--- config.mk ---
export PLATFORM = sky130hd
export DESIGN_NAME = fifo_loop_top_flat
export DESIGN_NICKNAME = d
export VERILOG_FILES = /design/src/rtl/fifo_loop_ctrl_pkg.sv /design/src/rtl/fifo_loop_ctrl_if.sv /design/src/rtl/fifo.sv /design/src/rtl/fifo_loop_top.sv /design/src/rtl/fifo_loop_ctrl.sv /design/src/flat_wrapper.sv
export SDC_FILE = /design/constraint.sdc
export NUM_CORES = 1
export LEC_CHECK = 0
export CAP_MARGIN = 15
export CORE_MARGIN = 3
export CORE_UTILIZATION = 51
export DETAILED_ROUTE_END_ITERATION = 7
export PLACE_DENSITY = 0.79
export SETUP_SLACK_MARGIN = 0.3
export SLEW_MARGIN = 40
export SYNTH_ARGS = -nofsm -noshare
export SYNTH_HDL_FRONTEND = slang
export SYNTH_SLANG_ARGS = --single-unit
--- constraint.sdc ---
create_clock -name clk -period 2.8 [get_ports clk]
set_clock_uncertainty 0.2 [all_clocks]
set_input_delay 0.7 -clock clk [delete_from_list [all_inputs] [get_ports clk]]
set_output_delay 0.7 -clock clk [all_outputs]
set_load 0.03 [all_outputs]
--- src/rtl/fifo_loop_ctrl_pkg.sv ---
// Shared types and helpers for the recirculating FIFO sequencer.
// Holds the controller state encoding and the rotation counter sizing function.
// Imported by the controller, the wrapper and the bench.
package fifo_loop_ctrl_pkg;

  typedef enum logic [1:0] {
    ST_IDLE  = 2'd0,
    ST_LOAD  = 2'd1,
    ST_LOOP  = 2'd2,
    ST_DRAIN = 2'd3
  } state_e;

  // Enough bits to count every re-push of a batch, plus headroom for the terminal value.
  function automatic int rot_cnt_width(input int num_loops, input int depth);
    return $clog2(num_loops * depth + 1);
  endfunction

endpackage

--- src/rtl/fifo_loop_ctrl_if.sv ---
// Input and output stream handshake bundle for the recirculating FIFO sequencer.
// Latency: none, wires only.
// Backpressure: valid/ready on both streams; master is the sequencer side.
interface fifo_loop_ctrl_if #(
  parameter int WIDTH = 8
) ();

  logic             in_valid;
  logic             in_ready;
  logic [WIDTH-1:0] in_data;
  logic             out_valid;
  logic             out_ready;
  logic [WIDTH-1:0] out_data;

  modport master (
    input  in_valid,
    input  in_data,
    output in_ready,
    output out_valid,
    output out_data,
    input  out_ready
  );

  modport slave (
    output in_valid,
    output in_data,
    input  in_ready,
    input  out_valid,
    input  out_data,
    output out_ready
  );

endinterface

--- src/rtl/fifo.sv ---
// Generic synchronous first-word-fall-through FIFO.
// Latency: a pushed word is visible on pop_data the cycle after the push.
// Backpressure: push ignored while full, pop ignored while empty.
module fifo #(
  parameter int DEPTH = 4,
  parameter int WIDTH = 8
) (
  input  logic             clk,
  input  logic             rstn,
  input  logic             push,
  input  logic [WIDTH-1:0] push_data,
  input  logic             pop,
  output logic [WIDTH-1:0] pop_data,
  output logic             empty,
  output logic             full
);

  localparam int AW = (DEPTH > 1) ? $clog2(DEPTH) : 1;
  localparam int CW = $clog2(DEPTH + 1);

  logic [WIDTH-1:0] mem_q [DEPTH];
  logic [AW-1:0]    wr_ptr_q, wr_ptr_d;
  logic [AW-1:0]    rd_ptr_q, rd_ptr_d;
  logic [CW-1:0]    cnt_q, cnt_d;
  logic             do_push, do_pop;

  function automatic logic [AW-1:0] ptr_next(input logic [AW-1:0] p);
    return (p == AW'(DEPTH - 1)) ? '0 : p + AW'(1);
  endfunction

  assign empty    = (cnt_q == '0);
  assign full     = (cnt_q == CW'(DEPTH));
  assign pop_data = mem_q[rd_ptr_q];

  // Next pointers and occupancy from the guarded push/pop strobes.
  always_comb begin
    do_push  = push && !full;
    do_pop   = pop && !empty;
    wr_ptr_d = do_push ? ptr_next(wr_ptr_q) : wr_ptr_q;
    rd_ptr_d = do_pop ? ptr_next(rd_ptr_q) : rd_ptr_q;
    cnt_d    = cnt_q;
    if (do_push && !do_pop) begin
      cnt_d = cnt_q + CW'(1);
    end else if (do_pop && !do_push) begin
      cnt_d = cnt_q - CW'(1);
    end
  end

  // Pointer and occupancy registers; a reset empties the FIFO.
  always_ff @(posedge clk) begin
    if (!rstn) begin
      wr_ptr_q <= '0;
      rd_ptr_q <= '0;
      cnt_q    <= '0;
    end else begin
      wr_ptr_q <= wr_ptr_d;
      rd_ptr_q <= rd_ptr_d;
      cnt_q    <= cnt_d;
    end
  end

  // Storage array; contents are don't-care until written.
  always_ff @(posedge clk) begin
    if (do_push) begin
      mem_q[wr_ptr_q] <= push_data;
    end
  end

endmodule

--- src/rtl/fifo_loop_top.sv ---
// Pairs the recirculating sequencer with its FIFO, wired point to point.
// Latency: identical to fifo_loop_ctrl.
// Backpressure: stream handshakes pass straight through to the sequencer.
module fifo_loop_top
  import fifo_loop_ctrl_pkg::*;
#(
  parameter int FIFO_DEPTH = 4,
  parameter int FIFO_WIDTH = 8,
  parameter int NUM_LOOPS  = 3,
  parameter int ADD_MODE   = 0
) (
  input  logic             clk,
  input  logic             rstn,
  input  logic             start,
  output logic             busy,
  output logic             done,
  fifo_loop_ctrl_if.master s
);

  logic                  push;
  logic [FIFO_WIDTH-1:0] push_data;
  logic                  pop;
  logic [FIFO_WIDTH-1:0] pop_data;
  logic                  empty;
  logic                  full;

  fifo_loop_ctrl #(
    .FIFO_DEPTH (FIFO_DEPTH),
    .FIFO_WIDTH (FIFO_WIDTH),
    .NUM_LOOPS  (NUM_LOOPS),
    .ADD_MODE   (ADD_MODE)
  ) u_ctrl (
    .clk       (clk),
    .rstn      (rstn),
    .start     (start),
    .busy      (busy),
    .done      (done),
    .s         (s),
    .push      (push),
    .push_data (push_data),
    .pop       (pop),
    .pop_data  (pop_data),
    .empty     (empty),
    .full      (full)
  );

  fifo #(
    .DEPTH (FIFO_DEPTH),
    .WIDTH (FIFO_WIDTH)
  ) u_fifo (
    .clk       (clk),
    .rstn      (rstn),
    .push      (push),
    .push_data (push_data),
    .pop       (pop),
    .pop_data  (pop_data),
    .empty     (empty),
    .full      (full)
  );

endmodule

--- src/rtl/fifo_loop_ctrl.sv ---
// Loads one FIFO-sized batch, rotates it NUM_LOOPS times (optionally +1 per pass), then drains it.
// Latency: start to done is at least 2*FIFO_DEPTH + NUM_LOOPS*FIFO_DEPTH + 2 cycles.
// Backpressure: in_valid low stretches LOAD, out_ready low stalls DRAIN; LOOP runs free.
module fifo_loop_ctrl
  import fifo_loop_ctrl_pkg::*;
#(
  parameter int FIFO_DEPTH = 4,
  parameter int FIFO_WIDTH = 8,
  parameter int NUM_LOOPS  = 3,
  parameter int ADD_MODE   = 0
) (
  input  logic                  clk,
  input  logic                  rstn,
  input  logic                  start,
  output logic                  busy,
  output logic                  done,
  fifo_loop_ctrl_if.master      s,
  output logic                  push,
  output logic [FIFO_WIDTH-1:0] push_data,
  output logic                  pop,
  input  logic [FIFO_WIDTH-1:0] pop_data,
  input  logic                  empty,
  input  logic                  full
);

  localparam int RW = rot_cnt_width(NUM_LOOPS, FIFO_DEPTH);
  localparam int DW = $clog2(FIFO_DEPTH + 1);
  localparam logic [RW-1:0] ROT_LAST   = RW'(NUM_LOOPS * FIFO_DEPTH - 1);
  localparam logic [DW-1:0] DRAIN_INIT = DW'(FIFO_DEPTH);

  state_e                state_q, state_d;
  logic [FIFO_WIDTH-1:0] hold_q, hold_d;
  logic [RW-1:0]         rot_cnt_q, rot_cnt_d;
  logic                  first_q, first_d;
  logic [DW-1:0]         drn_cnt_q, drn_cnt_d;
  logic                  busy_q, busy_d;
  logic                  in_ready, out_valid;
  logic [FIFO_WIDTH-1:0] hold_f;

  // Word value re-pushed on each rotation.
  assign hold_f = (ADD_MODE != 0) ? hold_q + FIFO_WIDTH'(1) : hold_q;

  assign busy       = busy_q;
  assign s.in_ready  = in_ready;
  assign s.out_valid = out_valid;
  assign s.out_data  = pop_data;

  // Next-state, datapath and per-state handshake decode.
  always_comb begin
    state_d   = state_q;
    hold_d    = hold_q;
    rot_cnt_d = rot_cnt_q;
    first_d   = first_q;
    drn_cnt_d = drn_cnt_q;
    push      = 1'b0;
    push_data = '0;
    pop       = 1'b0;
    in_ready  = 1'b0;
    out_valid = 1'b0;
    done      = 1'b0;

    case (state_q)
      ST_IDLE: begin
        if (start) begin
          state_d = ST_LOAD;
        end
      end

      ST_LOAD: begin
        in_ready  = !full;
        push      = s.in_valid && !full;
        push_data = s.in_data;
        // full is registered, so seeing it high means the last push already landed.
        if (full) begin
          state_d   = ST_LOOP;
          rot_cnt_d = '0;
          first_d   = 1'b1;
        end
      end

      ST_LOOP: begin
        if (first_q) begin
          // Prime the hold register; this leaves one free slot for the rest of the loop.
          pop     = 1'b1;
          hold_d  = pop_data;
          first_d = 1'b0;
        end else if (rot_cnt_q < ROT_LAST) begin
          pop       = 1'b1;
          push      = 1'b1;
          push_data = hold_f;
          hold_d    = pop_data;
          rot_cnt_d = rot_cnt_q + RW'(1);
        end else begin
          // Put the held word back; the FIFO is full again and in original order.
          push      = 1'b1;
          push_data = hold_f;
          state_d   = ST_DRAIN;
          drn_cnt_d = DRAIN_INIT;
        end
      end

      ST_DRAIN: begin
        out_valid = !empty;
        pop       = !empty && s.out_ready;
        if (!empty && s.out_ready) begin
          drn_cnt_d = drn_cnt_q - DW'(1);
          if (drn_cnt_q == DW'(1)) begin
            done    = 1'b1;
            state_d = ST_IDLE;
          end
        end
      end

      default: begin
        state_d = ST_IDLE;
      end
    endcase

    busy_d = (state_d != ST_IDLE);
  end

  // State, hold, counters and registered busy; reset abandons any batch in flight.
  always_ff @(posedge clk) begin
    if (!rstn) begin
      state_q   <= ST_IDLE;
      hold_q    <= '0;
      rot_cnt_q <= '0;
      first_q   <= 1'b0;
      drn_cnt_q <= '0;
      busy_q    <= 1'b0;
    end else begin
      state_q   <= state_d;
      hold_q    <= hold_d;
      rot_cnt_q <= rot_cnt_d;
      first_q   <= first_d;
      drn_cnt_q <= drn_cnt_d;
      busy_q    <= busy_d;
    end
  end

endmodule

--- src/flat_wrapper.sv ---
// flat-port wrapper written by rule: the top's interface ports become plain ports
module fifo_loop_top_flat import fifo_loop_ctrl_pkg::*;
#(
  parameter int FIFO_DEPTH = 4,
  parameter int FIFO_WIDTH = 8,
  parameter int NUM_LOOPS  = 3,
  parameter int ADD_MODE   = 0
)
  (clk, rstn, start, busy, done, s_in_valid, s_in_data, s_in_ready, s_out_valid, s_out_data, s_out_ready);
  fifo_loop_ctrl_if #(.WIDTH(8)) s_i ();
  input  logic clk;
  input  logic rstn;
  input  logic start;
  output logic busy;
  output logic done;
  input wire logic [$bits(s_i.in_valid)-1:0] s_in_valid;
  input wire logic [$bits(s_i.in_data)-1:0] s_in_data;
  output wire logic [$bits(s_i.in_ready)-1:0] s_in_ready;
  output wire logic [$bits(s_i.out_valid)-1:0] s_out_valid;
  output wire logic [$bits(s_i.out_data)-1:0] s_out_data;
  input wire logic [$bits(s_i.out_ready)-1:0] s_out_ready;
  assign s_i.in_valid = s_in_valid;
  assign s_i.in_data = s_in_data;
  assign s_in_ready = s_i.in_ready;
  assign s_out_valid = s_i.out_valid;
  assign s_out_data = s_i.out_data;
  assign s_i.out_ready = s_out_ready;
  fifo_loop_top #(.FIFO_DEPTH(FIFO_DEPTH), .FIFO_WIDTH(FIFO_WIDTH), .NUM_LOOPS(NUM_LOOPS), .ADD_MODE(ADD_MODE)) u_core (.clk(clk), .rstn(rstn), .start(start), .busy(busy), .done(done), .s(s_i));
endmodule
==> results.json, run 1 <==
{
  "via_count": 1958,
  "start_util_pct": 53.2,
  "cts_root_buf": "clkbuf_8",
  "ant_nets": 0,
  "crit_top_cell": "inv_2",
  "finalWorstSetupSlack_ns": 0.343,
  "ys.flop_type": "edfxtp_1",
  "r2r_start": "u_core.u_ctrl.state_q[0]$_SDFF_PN0_",
  "drc_errors": 0,
  "dr.pass1.iters": 4,
  "min_to": "u_core.u_ctrl.hold_f[6]$_SDFFE_PN0N_",
  "crit_slowest_cell": "dfxtp_4",
  "finalHoldViolCount": 0,
  "swShare_pct": 20.3,
  "worstMarginPinSlew_ns": 0.552,
  "n_antenna_cell": 0,
  "cp_cell_sequence": "inv_2 > ha_4 > nand2b_4 > a211oi_4 > ha_2 > inv_2 > fa_2 > xor2_1 > or3_4 > a21oi_2",
  "power_density_mw_per_mm2": 569,
  "min_path_type": "reg2reg",
  "startpoint_type": "flop",
  "crit_family": "adder cells",
  "ys_types": 49,
  "required_ns": 2.87,
  "ys_ff_latch": 60,
  "core_area_sq_mm": 0.00514,
  "clock_latency_ns": 0.33,
  "netSwitchingPower_uw": 398,
  "netlist_area_sq_mm": 0.00274,
  "cp.depth": 10,
  "post-route-period-util_pct": 87.8,
  "place_ws_ns": -0.186,
  "synth-seq-area-share_pct": 55.6,
  "drive_above_1_share_pct": 30.0,
  "hold_path_startpoint": "u_core.u_ctrl.hold_f[6]$_SDFFE_PN0N_",
  "critPathMaxStageDelay_ns": 0.36,
  "slew_viol_final": 0,
  "final_common_cell": "edfxtp_1",
  "clock.fmax_mhz": 407,
  "setup_violations": 0,
  "row_count": 26,
  "layout_min_cycle_time_ns": 2.46,
  "rsz0062_at_grt": "true",
  "cts_made_buffers": 9,
  "wl_per_cell_um": 16.8,
  "area_delta_synth_final_pct": 26.2,
  "avgSynthCellArea_sq_um": 12.0,
  "nNetsFinal": 302,
  "seq_power_share_pct": 47.5,
  "yosysWarnings": 0,
  "cts_tree": "built",
  "criticalPathCategory": "reg2reg",
  "crit_fanout": 5,
  "clkTransAtPathRegs_ns": 0.07,
  "postSynthCellCount": 227,
  "synth_edf_count": 32,
  "antenna_found_initial": 0,
  "die_y_um": 79.2,
  "final_cell_mix": "edfxtp_1, nor2_1, buf_4",
  "via_per_inst": 5.59,
  "gp_congestion": 0.821,
  "ioPinCount": 25,
  "cap_violations": 0,
  "slew_headroom_pct": 63.1,
  "overflow": 0,
  "reg2reg_depth": 10,
  "status": "completed",
  "clock_sinks": 60,
  "port_buffers": 24,
  "p_comb_share_pct": 6.2,
  "htree_levels": 3,
  "synth_nets": 254,
  "die_w_um": 79.2,
  "hold-path-cell-count": 2,
  "grt_pass1_vias": 1997,
  "reg2reg_to": "u_core.u_fifo.cnt_q[2]$_SDFFE_PN0P_",
  "grt_max_degree": 15,
  "p_leak_uw": 0.00126,
  "p_clk_share_pct": 46.2,
  "synthArstFlopShare_pct": 0,
  "fillers": 394,
  "cts_buffer_depth": 2,
  "grt_first_pass_wirelength_um": 9760,
  "design.die.area_sq_mm": 0.00628,
  "critical_path_buf_inv_count": 2,
  "hpwl_um": 3990,
  "ff2ff_setup_slack_ns": 0.34,
  "grtUsageTotal_pct": 20.8,
  "critPathCaptureType": "flop",
  "p_int_uw": 1560,
  "final_util_pct": 67.1,
  "worstPathArrival_ns": 2.52,
  "ir_worst_vdd_mv": 0.296,
  "routed_wl_um": 5870,
  "drtIter0Drc": 124
}
-- layer usage --
| layer | routed length, um | track usage [%] | share of wire [%] | up-vias |
|---|---|---|---|---|
| met5 | 0 | 0 | 0 | - |
| met4 | 80 | 8.42 | 1.4 | 0 |
| met3 | 253 | 5.78 | 4.3 | 7 |
| met2 | 3030 | 34.9 | 52 | 45 |
| met1 | 2510 | 25.3 | 43 | 974 |
| li1 | - | - | - | 932 |
-- state kept, by name, summed over array words and instances (netlist names), named ones only --
| name | flops |
|---|---|
| u_core.u_fifo.cnt_q | 3 |
| u_core.u_ctrl.first_q | 1 |
| u_core.u_fifo.mem_q | 32 |
| u_core.u_ctrl.drn_cnt_q | 3 |
| u_core.u_ctrl.rot_cnt_q | 4 |
| u_core.u_ctrl.hold_f | 8 |
| u_core.u_fifo.wr_ptr_q | 2 |
| u_core.u_ctrl.state_q | 2 |
| u_core.u_ctrl.busy | 1 |
| u_core.u_fifo.rd_ptr_q | 2 |
-- through the flow --
stage / hold WS (ns) / total power [uW] / instances / setup TNS, ns / area [sq um]
3_5_place_dp: 0.246 / 1070 / 332 / -0.242 / 3200
2_1_floorplan: 0.236 / 1020 / 227 / 0 / 2760
6_report: 0.254 / 1960 / 350 / 0 / 3450
3_3_place_gp: 0.241 / 1070 / 332 / -0.134 / 3200
5_1_grt: 0.273 / 2030 / 350 / 0 / 3450
4_1_cts: 0.255 / 1970 / 349 / 0 / 3410
-- power by group through the flow --
stage	sequential, uW	clock, uW	combinational [uW]
after floorplan	955	0	61.1
after global placement	953	0	115
after detailed placement	953	0	117
after CTS	934	922	117
after global routing	934	959	134
final	933	907	122
-- tightest hold or removal path: stages, from the launching register on --
cell	delay [ns]
dfxtp_1	0.31
nand2_1	0.05
a21oi_1	0.05
-- worst max-delay path by stage --
stage	start	end	slack (ns)
after global routing	u_core.u_ctrl.state_q[1]$_SDFF_PN0_	u_core.u_fifo.cnt_q[2]$_SDFFE_PN0P_	0.24
after detailed placement	s_in_valid	u_core.u_fifo.cnt_q[2]$_SDFFE_PN0P_	-0.19
after global placement	s_in_valid	u_core.u_fifo.cnt_q[2]$_SDFFE_PN0P_	-0.13
after CTS	u_core.u_fifo.cnt_q[2]$_SDFFE_PN0P_	s_in_ready	0.27
after floorplan	s_in_valid	u_core.u_fifo.cnt_q[2]$_SDFFE_PN0P_	0.24
final	u_core.u_ctrl.state_q[0]$_SDFF_PN0_	u_core.u_fifo.cnt_q[2]$_SDFFE_PN0P_	0.34
-- cells in the mapped netlist, drive strengths merged (2+ instances only) --
master  instances  area, sq um
mux2i           5         50.1
and2            4         25.0
clkbuf          4         16.3
a21oi          15         75.1
ha             13          163
inv            12         45.0
mux4            8          180
o21a            4         30.0
buf             4         18.8
nor2           23         88.8
a31oi           3         18.8
dfxtp          28          561
nand2b          2         15.0
o311ai          2         17.5
nand3           2         10.0
nand2          22         82.6
edfxtp         32          961
nor2b           2         12.5
nor3            2         10.0
xor2            2         17.5
o21ai           7         38.8
nor3b           3         27.5
a22oi           9         67.6
-- cell type report --
type	count	area [sq um]	area share (%)
clock buffers	10	128	3.70
clock inverters	6	103	2.97
inverters	13	50.0	1.45
multi-input cells	146	1190	34.4
flip-flops and latches	60	1540	44.5
well taps	70	87.6	2.54
repair buffers	45	359	10.4
-- kinds of logic after synthesis --
group / count (synthesis) / synth area share, %
AND/OR/NAND/NOR: 65 / 11.3
flip-flops: 60 / 55.6
AO/OA/AOI/OAI: 52 / 14.2
buffers and inverters: 21 / 3.06
adder cells (fa/ha/maj): 14 / 6.68
multiplexers: 13 / 8.42
XOR/XNOR: 2 / 0.641
-- what timing repair did --
action | 4_1_cts | 5_1_grt
pin swaps | 4 | 2
gates resized for setup | 52 | 18
setup endpoints to repair | 12 | 9
buffers inserted | 1 | 1
hold buffers | 0 | 0
Power figures use the tool's default switching activity.
==> run 2: changes to the inputs <==
Settings changed: GPL_ROUTABILITY_DRIVEN set to 1.
==> results of run 2 <==
No change in the layout: final DEF, timing and power equal those of run 1.
==> run 3: changes to the inputs <==
Settings changed: ABC_AREA set to 0, CTS_BUF_LIST set to sky130_fd_sc_hd__clkbuf_16.
==> run 3 against run 2 <==
Effect of this change:
- register-to-register slack better by 0.02 ns
- routed wire length increased by 5.4%
- via count increased by 1.2%
- die area did not move
==> results.json, run 3 (same netlist as run 1, synthesis figures left out) <==
{
  "worstMarginPinSlew_ns": 0.567,
  "die_w_um": 79.2,
  "multi_input_area_sq_mm": 0.00120,
  "via_per_inst": 5.66,
  "core_area_sq_mm": 0.00514,
  "grt_pass1_vias": 2027,
  "crit_family": "multiplexers",
  "final.setup.tns_ns": 0,
  "ant_nets": 0,
  "dr.pass1.iters": 4,
  "swShare_pct": 19.4,
  "status": "completed",
  "ir_worst_vdd_mv": 0.407,
  "netSwitchingPower_uw": 443,
  "seq_area_sq_mm": 0.00153,
  "p_int_uw": 1840,
  "critical_path_buf_inv_count": 2,
  "final_util_pct": 69.5,
  "cap_violations": 0,
  "critPathCaptureType": "output pin",
  "power_density_mw_per_mm2": 640,
  "crit_slowest_cell": "mux4_2",
  "rsz0062_at_grt": "true",
  "via_count": 1981,
  "nNetsFinal": 302,
  "post-route-period-util_pct": 88.4,
  "grtUsageTotal_pct": 21.7,
  "critPathMaxStageDelay_ns": 0.54,
  "final_common_cell": "edfxtp_1",
  "seq_power_share_pct": 41.0,
  "p_comb_share_pct": 5.5,
  "setup_violations": 0,
  "antenna_found_initial": 0,
  "routed-wl-met2_um": 3130,
  "start_util_pct": 53.2,
  "wl_met1_um": 2660,
  "grt_first_pass_wirelength_um": 10100,
  "startpoint_type": "flop",
  "cts_tree": "built",
  "design.die.area_sq_mm": 0.00628,
  "area_delta_synth_final_pct": 30.6,
  "final_cell_mix": "edfxtp_1, nor2_1, dfxtp_1, buf_4, nand2_1",
  "largest_reg_flops": 32,
  "drc_errors": 0,
  "slew_headroom_pct": 62.2,
  "finalWorstSetupSlack_ns": 0.324,
  "clock.fmax_mhz": 404,
  "highest_layer": "met4",
  "min_path_type": "reg2reg",
  "fillers": 361,
  "finalHoldViolCount": 0,
  "htree_levels": 3,
  "routed_wl_um": 6190,
  "row_count": 26,
  "cts_root_buf": "clkbuf_16",
  "slew_viol_final": 0,
  "required_ns": 1.90,
  "gp_congestion": 0.821,
  "die_y_um": 79.2,
  "grt_max_degree": 15,
  "drtIter0Drc": 154,
  "p_leak_uw": 0.00132,
  "dr_wl_met3_um": 223,
  "ioPinCount": 25,
  "clock_sinks": 60,
  "hpwl_um": 3990,
  "layout_min_cycle_time_ns": 2.48,
  "cp_cell_sequence": "buf_12 > mux4_2 > clkbuf_2",
  "criticalPathCategory": "reg2out",
  "wl_per_cell_um": 17.7,
  "cts_buffer_depth": 2,
  "worstPathArrival_ns": 1.58,
  "place_ws_ns": -0.186,
  "clkTransAtPathRegs_ns": 0.05,
  "cts_hold_buf": 0,
  "clock_latency_ns": 0.32,
  "n_antenna_cell": 0,
  "top_register": "u_core.u_fifo.mem_q",
  "p_clk_share_pct": 53.5,
  "drive_above_1_share_pct": 30.4,
  "overflow": 0,
  "crit_fanout": 8,
  "port_buffers": 24,
  "cts_made_buffers": 9
}
## run 3: cell count changes in the layout (fill, tap and decap cells not counted), sizes merged
cell           delta
clkdlybuf4s15     -1
clkinv            -1
buf               -1
dlygate4sd2       +1
inv               +2
## run 3: what timing repair did
item / in CTS / in global routing
pin swaps: 3 / 2
setup endpoints to repair: 13 / 6
gates resized for setup: 49 / 22
buffers inserted: 1 / 1
## run 3: through the flow
step                      hold WS (ns)  cell area [sq um]  power [uW]  cells
after floorplan                  0.236               2760        1020    227
after global placement           0.241               3200        1070    332
after detailed placement         0.246               3200        1070    332
after CTS                        0.256               3520        2290    349
after global routing             0.292               3570        2350    350
final                            0.252               3570        2280    350
## run 3: path summary, 6_finish.rpt
path,from,endpoint,slack [ns],cells after the start
min,u_core.u_ctrl.hold_f[4]$_SDFFE_PN0N_,u_core.u_ctrl.hold_f[4]$_SDFFE_PN0N_,0.25,2
max reg2reg,u_core.u_ctrl.state_q[0]$_SDFF_PN0_,u_core.u_fifo.cnt_q[2]$_SDFFE_PN0P_,0.36,10
min reg2reg,u_core.u_ctrl.hold_f[4]$_SDFFE_PN0N_,u_core.u_ctrl.hold_f[4]$_SDFFE_PN0N_,0.25,2
max,flop,s_out_data[6],0.32,3
## run 3: layer usage
metal	vias to the layer above	GRT usage [%]
li1	928	-
met1	991	26.1
met2	44	35.4
met3	18	5.90
met4	0	11.3
met5	-	0
## run 3: final cells by class
cell class                      instances  area share (%)
Sequential cell                        60            43.0
Multi-Input combinational cell        146            33.7
Timing Repair Buffer                   45            10.0
Clock buffer                            9            6.31
Clock inverter                          7            2.98
Tap cell                               70            2.45
Inverter                               13            1.58
## run 3: worst register-to-register path, stage by stage (launching register included)
cell	delay, ns
dfxtp_4	0.36
inv_4	0.08
ha_4	0.17
nand2b_4	0.09
a211oi_4	0.27
ha_2	0.23
inv_2	0.04
fa_2	0.34
xor2_2	0.16
or3_4	0.33
a21oi_2	0.11
## run 3: power by group through the flow
stage,clock [uW],sequential (uW),combinational [uW]
detailed placement,0,953,117
global placement,0,953,115
floorplan,0,955,61.1
CTS,1240,935,117
finish,1220,936,125
global route,1280,936,137
